==> src/rtl/shape_pkg.sv <==
// Shared types for the draw-command scheduler: command payload, opcodes and FSM states.
package shape_pkg;

    typedef enum logic {
        OP_FILL   = 1'b0,
        OP_CIRCLE = 1'b1
    } op_t;

    typedef struct packed {
        op_t        op;
        logic [2:0] colour;
        logic [7:0] cx;
        logic [6:0] cy;
        logic [7:0] r;
    } draw_cmd_t;

    typedef enum logic [1:0] {
        S_IDLE    = 2'd0,
        S_RUN     = 2'd1,
        S_RELEASE = 2'd2
    } sched_state_t;

    localparam int unsigned VGA_W = 160;
    localparam int unsigned VGA_H = 120;

endpackage

==> src/rtl/shape_scheduler_cmd_fifo.sv <==
// Command queue for the shape scheduler; registered pointers, so no fall-through.
module cmd_fifo
    import shape_pkg::*;
#(
    parameter int unsigned FIFO_DEPTH = 4
) (
    input  logic      clk,
    input  logic      rst_n,
    input  logic      push,
    input  draw_cmd_t din,
    output logic      full,
    input  logic      pop,
    output draw_cmd_t dout,
    output logic      empty
);

    localparam int unsigned AW = (FIFO_DEPTH > 1) ? $clog2(FIFO_DEPTH) : 1;

    logic [AW:0] r_wr_ptr;
    logic [AW:0] r_rd_ptr;
    draw_cmd_t   r_mem [FIFO_DEPTH];
    logic        w_push;
    logic        w_pop;

    assign w_push = push && !full;
    assign w_pop  = pop && !empty;

    // Extra pointer bit distinguishes full from empty when the indices match.
    assign empty = (r_wr_ptr == r_rd_ptr);
    assign full  = (r_wr_ptr[AW] != r_rd_ptr[AW]) &&
                   (r_wr_ptr[AW-1:0] == r_rd_ptr[AW-1:0]);
    assign dout  = r_mem[r_rd_ptr[AW-1:0]];

    always_ff @(posedge clk) begin
        if (!rst_n) begin
            r_wr_ptr <= '0;
            r_rd_ptr <= '0;
        end else begin
            if (w_push) r_wr_ptr <= r_wr_ptr + (AW+1)'(1);
            if (w_pop)  r_rd_ptr <= r_rd_ptr + (AW+1)'(1);
        end
    end

    always_ff @(posedge clk) begin
        if (w_push) r_mem[r_wr_ptr[AW-1:0]] <= din;
    end

endmodule

==> src/rtl/shape_scheduler.sv <==
// Queues fill/circle draw commands and runs them one at a time on the selected engine,
// muxing the running engine's pixel writes onto the VGA port.
module shape_scheduler
    import shape_pkg::*;
#(
    parameter int unsigned FIFO_DEPTH = 4
) (
    input  logic       clk,
    input  logic       rst_n,
    input  logic       cmd_valid,
    output logic       cmd_ready,
    input  logic       cmd_op,
    input  logic [2:0] cmd_colour,
    input  logic [7:0] cmd_centre_x,
    input  logic [6:0] cmd_centre_y,
    input  logic [7:0] cmd_radius,
    output logic       idle,
    output logic [7:0] cmds_done,
    output logic       fill_start,
    output logic [2:0] fill_colour,
    input  logic       fill_done,
    input  logic [7:0] fill_vga_x,
    input  logic [6:0] fill_vga_y,
    input  logic [2:0] fill_vga_colour,
    input  logic       fill_vga_plot,
    output logic       circ_start,
    output logic [2:0] circ_colour,
    output logic [7:0] circ_centre_x,
    output logic [6:0] circ_centre_y,
    output logic [7:0] circ_radius,
    input  logic       circ_done,
    input  logic [7:0] circ_vga_x,
    input  logic [6:0] circ_vga_y,
    input  logic [2:0] circ_vga_colour,
    input  logic       circ_vga_plot,
    output logic [7:0] vga_x,
    output logic [6:0] vga_y,
    output logic [2:0] vga_colour,
    output logic       vga_plot
);

    sched_state_t r_state;
    sched_state_t w_next_state;
    draw_cmd_t    r_cmd;
    draw_cmd_t    w_din;
    draw_cmd_t    w_head;
    logic [7:0]   r_cmds_done;
    logic         w_full;
    logic         w_empty;
    logic         w_pop;
    logic         w_sel_done;
    logic         w_done_evt;
    logic         w_run;

    assign w_din = '{op: op_t'(cmd_op), colour: cmd_colour, cx: cmd_centre_x,
                     cy: cmd_centre_y, r: cmd_radius};

    cmd_fifo #(.FIFO_DEPTH(FIFO_DEPTH)) u_fifo (
        .clk   (clk),
        .rst_n (rst_n),
        .push  (cmd_valid),
        .din   (w_din),
        .full  (w_full),
        .pop   (w_pop),
        .dout  (w_head),
        .empty (w_empty)
    );

    // Only the engine selected by the latched opcode may end a run.
    assign w_sel_done = (r_cmd.op == OP_CIRCLE) ? circ_done : fill_done;

    always_comb begin
        w_next_state = r_state;
        w_pop        = 1'b0;
        w_done_evt   = 1'b0;
        case (r_state)
            S_IDLE: begin
                if (!w_empty) begin
                    w_pop        = 1'b1;
                    w_next_state = S_RUN;
                end
            end
            S_RUN: begin
                if (w_sel_done) begin
                    w_done_evt   = 1'b1;
                    w_next_state = S_RELEASE;
                end
            end
            S_RELEASE: w_next_state = S_IDLE;
            default:   w_next_state = S_IDLE;
        endcase
    end

    always_ff @(posedge clk) begin
        if (!rst_n) begin
            r_state     <= S_IDLE;
            r_cmd       <= '0;
            r_cmds_done <= '0;
        end else begin
            r_state <= w_next_state;
            if (w_pop)      r_cmd       <= w_head;
            if (w_done_evt) r_cmds_done <= r_cmds_done + 8'd1;
        end
    end

    assign w_run         = (r_state == S_RUN);
    assign fill_start    = w_run && (r_cmd.op == OP_FILL);
    assign circ_start    = w_run && (r_cmd.op == OP_CIRCLE);
    assign fill_colour   = r_cmd.colour;
    assign circ_colour   = r_cmd.colour;
    assign circ_centre_x = r_cmd.cx;
    assign circ_centre_y = r_cmd.cy;
    assign circ_radius   = r_cmd.r;
    assign cmd_ready     = !w_full;
    assign idle          = w_empty && (r_state == S_IDLE);
    assign cmds_done     = r_cmds_done;

    // Outside RUN the port is held quiet so an idle engine can never plot.
    always_comb begin
        vga_x      = '0;
        vga_y      = '0;
        vga_colour = '0;
        vga_plot   = 1'b0;
        if (circ_start) begin
            vga_x      = circ_vga_x;
            vga_y      = circ_vga_y;
            vga_colour = circ_vga_colour;
            vga_plot   = circ_vga_plot;
        end else if (fill_start) begin
            vga_x      = fill_vga_x;
            vga_y      = fill_vga_y;
            vga_colour = fill_vga_colour;
            vga_plot   = fill_vga_plot;
        end
    end

endmodule

==> config.mk <==
export PLATFORM = sky130hd
export DESIGN_NAME = shape_scheduler
export DESIGN_NICKNAME = d
export VERILOG_FILES = /design/src/rtl/shape_pkg.sv /design/src/rtl/shape_scheduler_cmd_fifo.sv /design/src/rtl/shape_scheduler.sv
export SDC_FILE = /design/constraint.sdc
export NUM_CORES = 1
export LEC_CHECK = 0
export CAP_MARGIN = 30
export CORE_ASPECT_RATIO = 0.8
export CORE_MARGIN = 1
export CORE_UTILIZATION = 50
export CTS_CLUSTER_SIZE = 8
export DETAILED_ROUTE_END_ITERATION = 8
export PLACE_DENSITY = 0.79
export SYNTH_ARGS = -nofsm -noshare
export SYNTH_HDL_FRONTEND = slang
export SYNTH_SLANG_ARGS = --single-unit
==> constraint.sdc <==
create_clock -name clk -period 2.9 [get_ports clk]
set_input_delay 0.58 -clock clk [delete_from_list [all_inputs] [get_ports clk]]
set_output_delay 0.58 -clock clk [all_outputs]
set_load 0.005 [all_outputs]
==> results.yml <==
floorplanning:
  pin_count: 130
  core_um2: 11700
  die_area_um2: 12700
  fp-row-count: 35
  start_util_pct: 52.2
  die_x_um: 126
  die_y_um: 101
yosys:
  syn-mean-instance-area_um2: 15.0
  ys.warnings.count: 0
  syn_area_um2: 6110
  synthAdderAreaFrac_pct: 1.23
  yosysSeqAreaShare_pct: 67.2
  synth_top_area_cell: "edfxtp_1"
  synth_compound_area_share_pct: 6.39
  synthSimpleGateAreaFrac_pct: 7.23
  ys_types: 36
  synthTopCellsByArea: "edfxtp_1 53%, dfxtp_1 14%, mux4_2 10%, buf_4 3.7%, a22o_1 2.7%"
  yosys.area.top_type_share_pct: 53.1
  postSynth.asyncResetShare_pct: 0
  syn_nets: 483
  synth-edff-count: 108
  synth_top_family_by_area: "multiplexers"
  synth-main-ff-cell: "edfxtp_1"
  synth_xor_area_share_pct: 2.01
  synthCells: 407
  synth_mux_area_share_pct: 10.1
  ys_ff_latch: 151
worst_setup_path:
  reg2reg_to: "u_fifo.r_mem[1][22]"
  r2r_setup_slack_ns: 1.06
  crit_path_start_kind: "register"
  cp_data_required_time_ns: 2.32
  critPathMaxFanout: 20
  critPathKind: "reg2out"
  cp_cell_sequence: "nor2b_2 > nor2b_1 > buf_4 > a22o_1 > clkdlybuf4s50_1"
  endpoint_kind: "output port"
  arrival_ns: 2.15
  crit_path_end: "vga_y[4]"
  rr_startpoint: "u_fifo.r_wr_ptr[0]"
  max_stage_delay_ns: 0.53
  startpoint: "r_state[0]"
  reg2regPathDepth: 4
  cp_top_family: "buffers and inverters"
  slowest_stage: "clkdlybuf4s50_1"
  path_depth: 5
  cp_num_buf_inv: 2
clocking:
  clkTransAtPathRegs_ns: 0.06
  cts.sinks: 151
  postCtsHoldBufs: 0
  numCtsBuffers: 17
  cts_setup_buffers: 0
  post_cts_resized: 1
  cts-root-buf: "clkbuf_16"
  htree_levels: 4
  cts_tree: "yes"
  clock_latency_ns: 0.41
  clock_path_buffers: 2
final_layout:
  fin_cells: 678
  antenna_cells: 0
  fin_nets: 593
  syn2layout_area_growth_pct: 31.0
  final_core_util_pct: 68.4
  drive_above_1_share_pct: 14.9
outcome:
  status: "finished with violations"
  violations: "design-rule violations"
routing:
  ant_nets: 0
  dr.pass1.iters: 6
  finalWirelength_mm: 12.2
  drc: 5
  dr_total_vias: 3636
  viasPerCell: 5.36
  drt_iter0_markers: 238
  wl_per_cell_um: 17.9
power:
  ir_drop_v: 0.000558
  intPower_uw: 5090
  leakage_uw: 0.00273
  seq_power_share_pct: 40.0
  switching_share_pct: 26.0
  p_switching_uw: 1780
  powerDensity_nw_per_um2: 859
  p_clk_share_pct: 32.5
  combPwrFrac_pct: 27.4
timing:
  slew_headroom_pct: 61.0
  hold_viol: 0
  worst_pin_slew_ns: 0.578
  period_share_pct: 94.2
  rsz0062_at_grt: "no"
  worst_clock_skew_ns: 0.00789
  finalCriticalPeriod_ns: 2.73
  fmax_ghz: 0.366
  finalMaxSlewViolations: 0
  setup_viol: 0
  fin_setup_tns_ns: 0
min_path:
  hp-class: "reg2reg"
place:
  place_inst: 646
  gp_congestion: 0.729
  numPortBuffers: 129
  dp_hpwl_mm: 8.11
grt:
  grt_usage_pct: 20.2
  grt_max_degree: 34
  antenna_found_initial: 0
  grt_overflow: 0
  grt_pass1_vias: 3753
  grt_pass1_wl_mm: 18.9
run:
  cap_violations: 0
cell families (layout without fill, tap and decap cells):
family | count (synthesis) | in the layout
AO/OA/AOI/OAI | 57 | 57
adder cells (fa/ha/maj) | 6 | 6
flip-flops | 151 | 151
XOR/XNOR | 14 | 14
multiplexers | 28 | 28
buffers and inverters | 58 | 181
AND/OR/NAND/NOR | 93 | 93
stage by stage:
step	cell area, um2	total power [uW]	hold slack [ns]	setup WS [ns]
finish	8000	6870	0.447	0.168
global route	8000	7200	0.467	0.0475
CTS	8000	6920	0.449	0.0637
detailed placement	7370	4690	0.442	0.279
global placement	7370	4630	0.440	0.449
floorplan	6110	4000	0.429	0.797
synth_stat cells, types with 2 or more instances:
library cell	count
buf_2	6
buf_1	2
nand2_1	31
dfxtp_1	43
nor2_1	11
nor2b_1	2
xor2_1	9
a22o_1	19
nand3_1	32
mux4_2	27
a21oi_1	2
and4_1	2
buf_4	30
xnor2_1	5
o21ai_0	23
and2_1	6
ha_1	6
o31ai_1	2
buf_6	2
clkbuf_1	13
nand4_1	5
edfxtp_1	108
inv_1	4
o21ai_1	5
layout by cell type, fill, tap and decap left out, drive strengths merged, types with 6 or more instances in the layout:
| cell type | netlist | routed |
|---|---|---|
| mux4 | 27 | 27 |
| xor2 | 9 | 9 |
| clkbuf | 14 | 27 |
| edfxtp | 108 | 108 |
| buf | 40 | 17 |
| and2 | 6 | 6 |
| a22o | 19 | 19 |
| o21ai | 28 | 28 |
| nor2 | 11 | 11 |
| clkdlybuf4s50 | 0 | 128 |
| dfxtp | 43 | 43 |
| nand3 | 32 | 32 |
| nand2 | 31 | 31 |
| ha | 6 | 6 |
worst min-delay path by stage:
stage	slack, ns	endpoint	cells past startpoint	from
6_report	0.45	circ_centre_y[2]	2	circ_centre_y[2]
5_1_grt	0.47	circ_centre_y[2]	2	circ_centre_y[2]
4_1_cts	0.45	circ_centre_y[2]	2	circ_centre_y[2]
3_5_place_dp	0.44	circ_centre_y[2]	2	circ_centre_y[2]
3_3_place_gp	0.44	circ_centre_y[4]	2	circ_centre_y[4]
2_1_floorplan	0.43	circ_centre_y[2]	2	circ_centre_y[2]
power by group through the flow:
stage          Sequential (uW)  Combinational [uW]  Clock, uW
6_report                  2750                1880       2240
3_3_place_gp              2780                1850          0
3_5_place_dp              2800                1890          0
4_1_cts                   2750                1900       2270
5_1_grt                   2790                2050       2370
2_1_floorplan             2750                1250          0
tightest hold or removal path, cell delays in order, from the launching register on:
cell	delay [ns]
dfxtp_1	0.31
nand2_1	0.05
o21ai_1	0.05
routing by layer:
layer | vias to the layer above | GRT usage, % | wire [um]
li1 | 1732 | - | -
met1 | 1814 | 23.8 | 5100
met2 | 73 | 35.7 | 6490
met3 | 17 | 5.25 | 392
met4 | 0 | 8.35 | 172
met5 | - | 0 | 0
sequential cells by signal, indices dropped and copies added (netlist names):
register	flops
u_fifo.r_rd_ptr	3
cmds_done	8
u_fifo.r_mem	108
u_fifo.r_wr_ptr	3
r_state	2
circ_colour	3
circ_centre_y	7
circ_radius	8
r_cmd	1
circ_centre_x	8
layout make-up:
| cell class | instances | area, um2 |
|---|---|---|
| sequential | 151 | 4110 |
| fill | 791 | 3690 |
| multi-input combinational | 198 | 1670 |
| timing repair buffer | 145 | 1410 |
| clock buffer | 27 | 568 |
| tap | 148 | 185 |
| clock inverter | 5 | 53.8 |
| inverter | 4 | 15.0 |
Power figures use the tool's default switching activity.
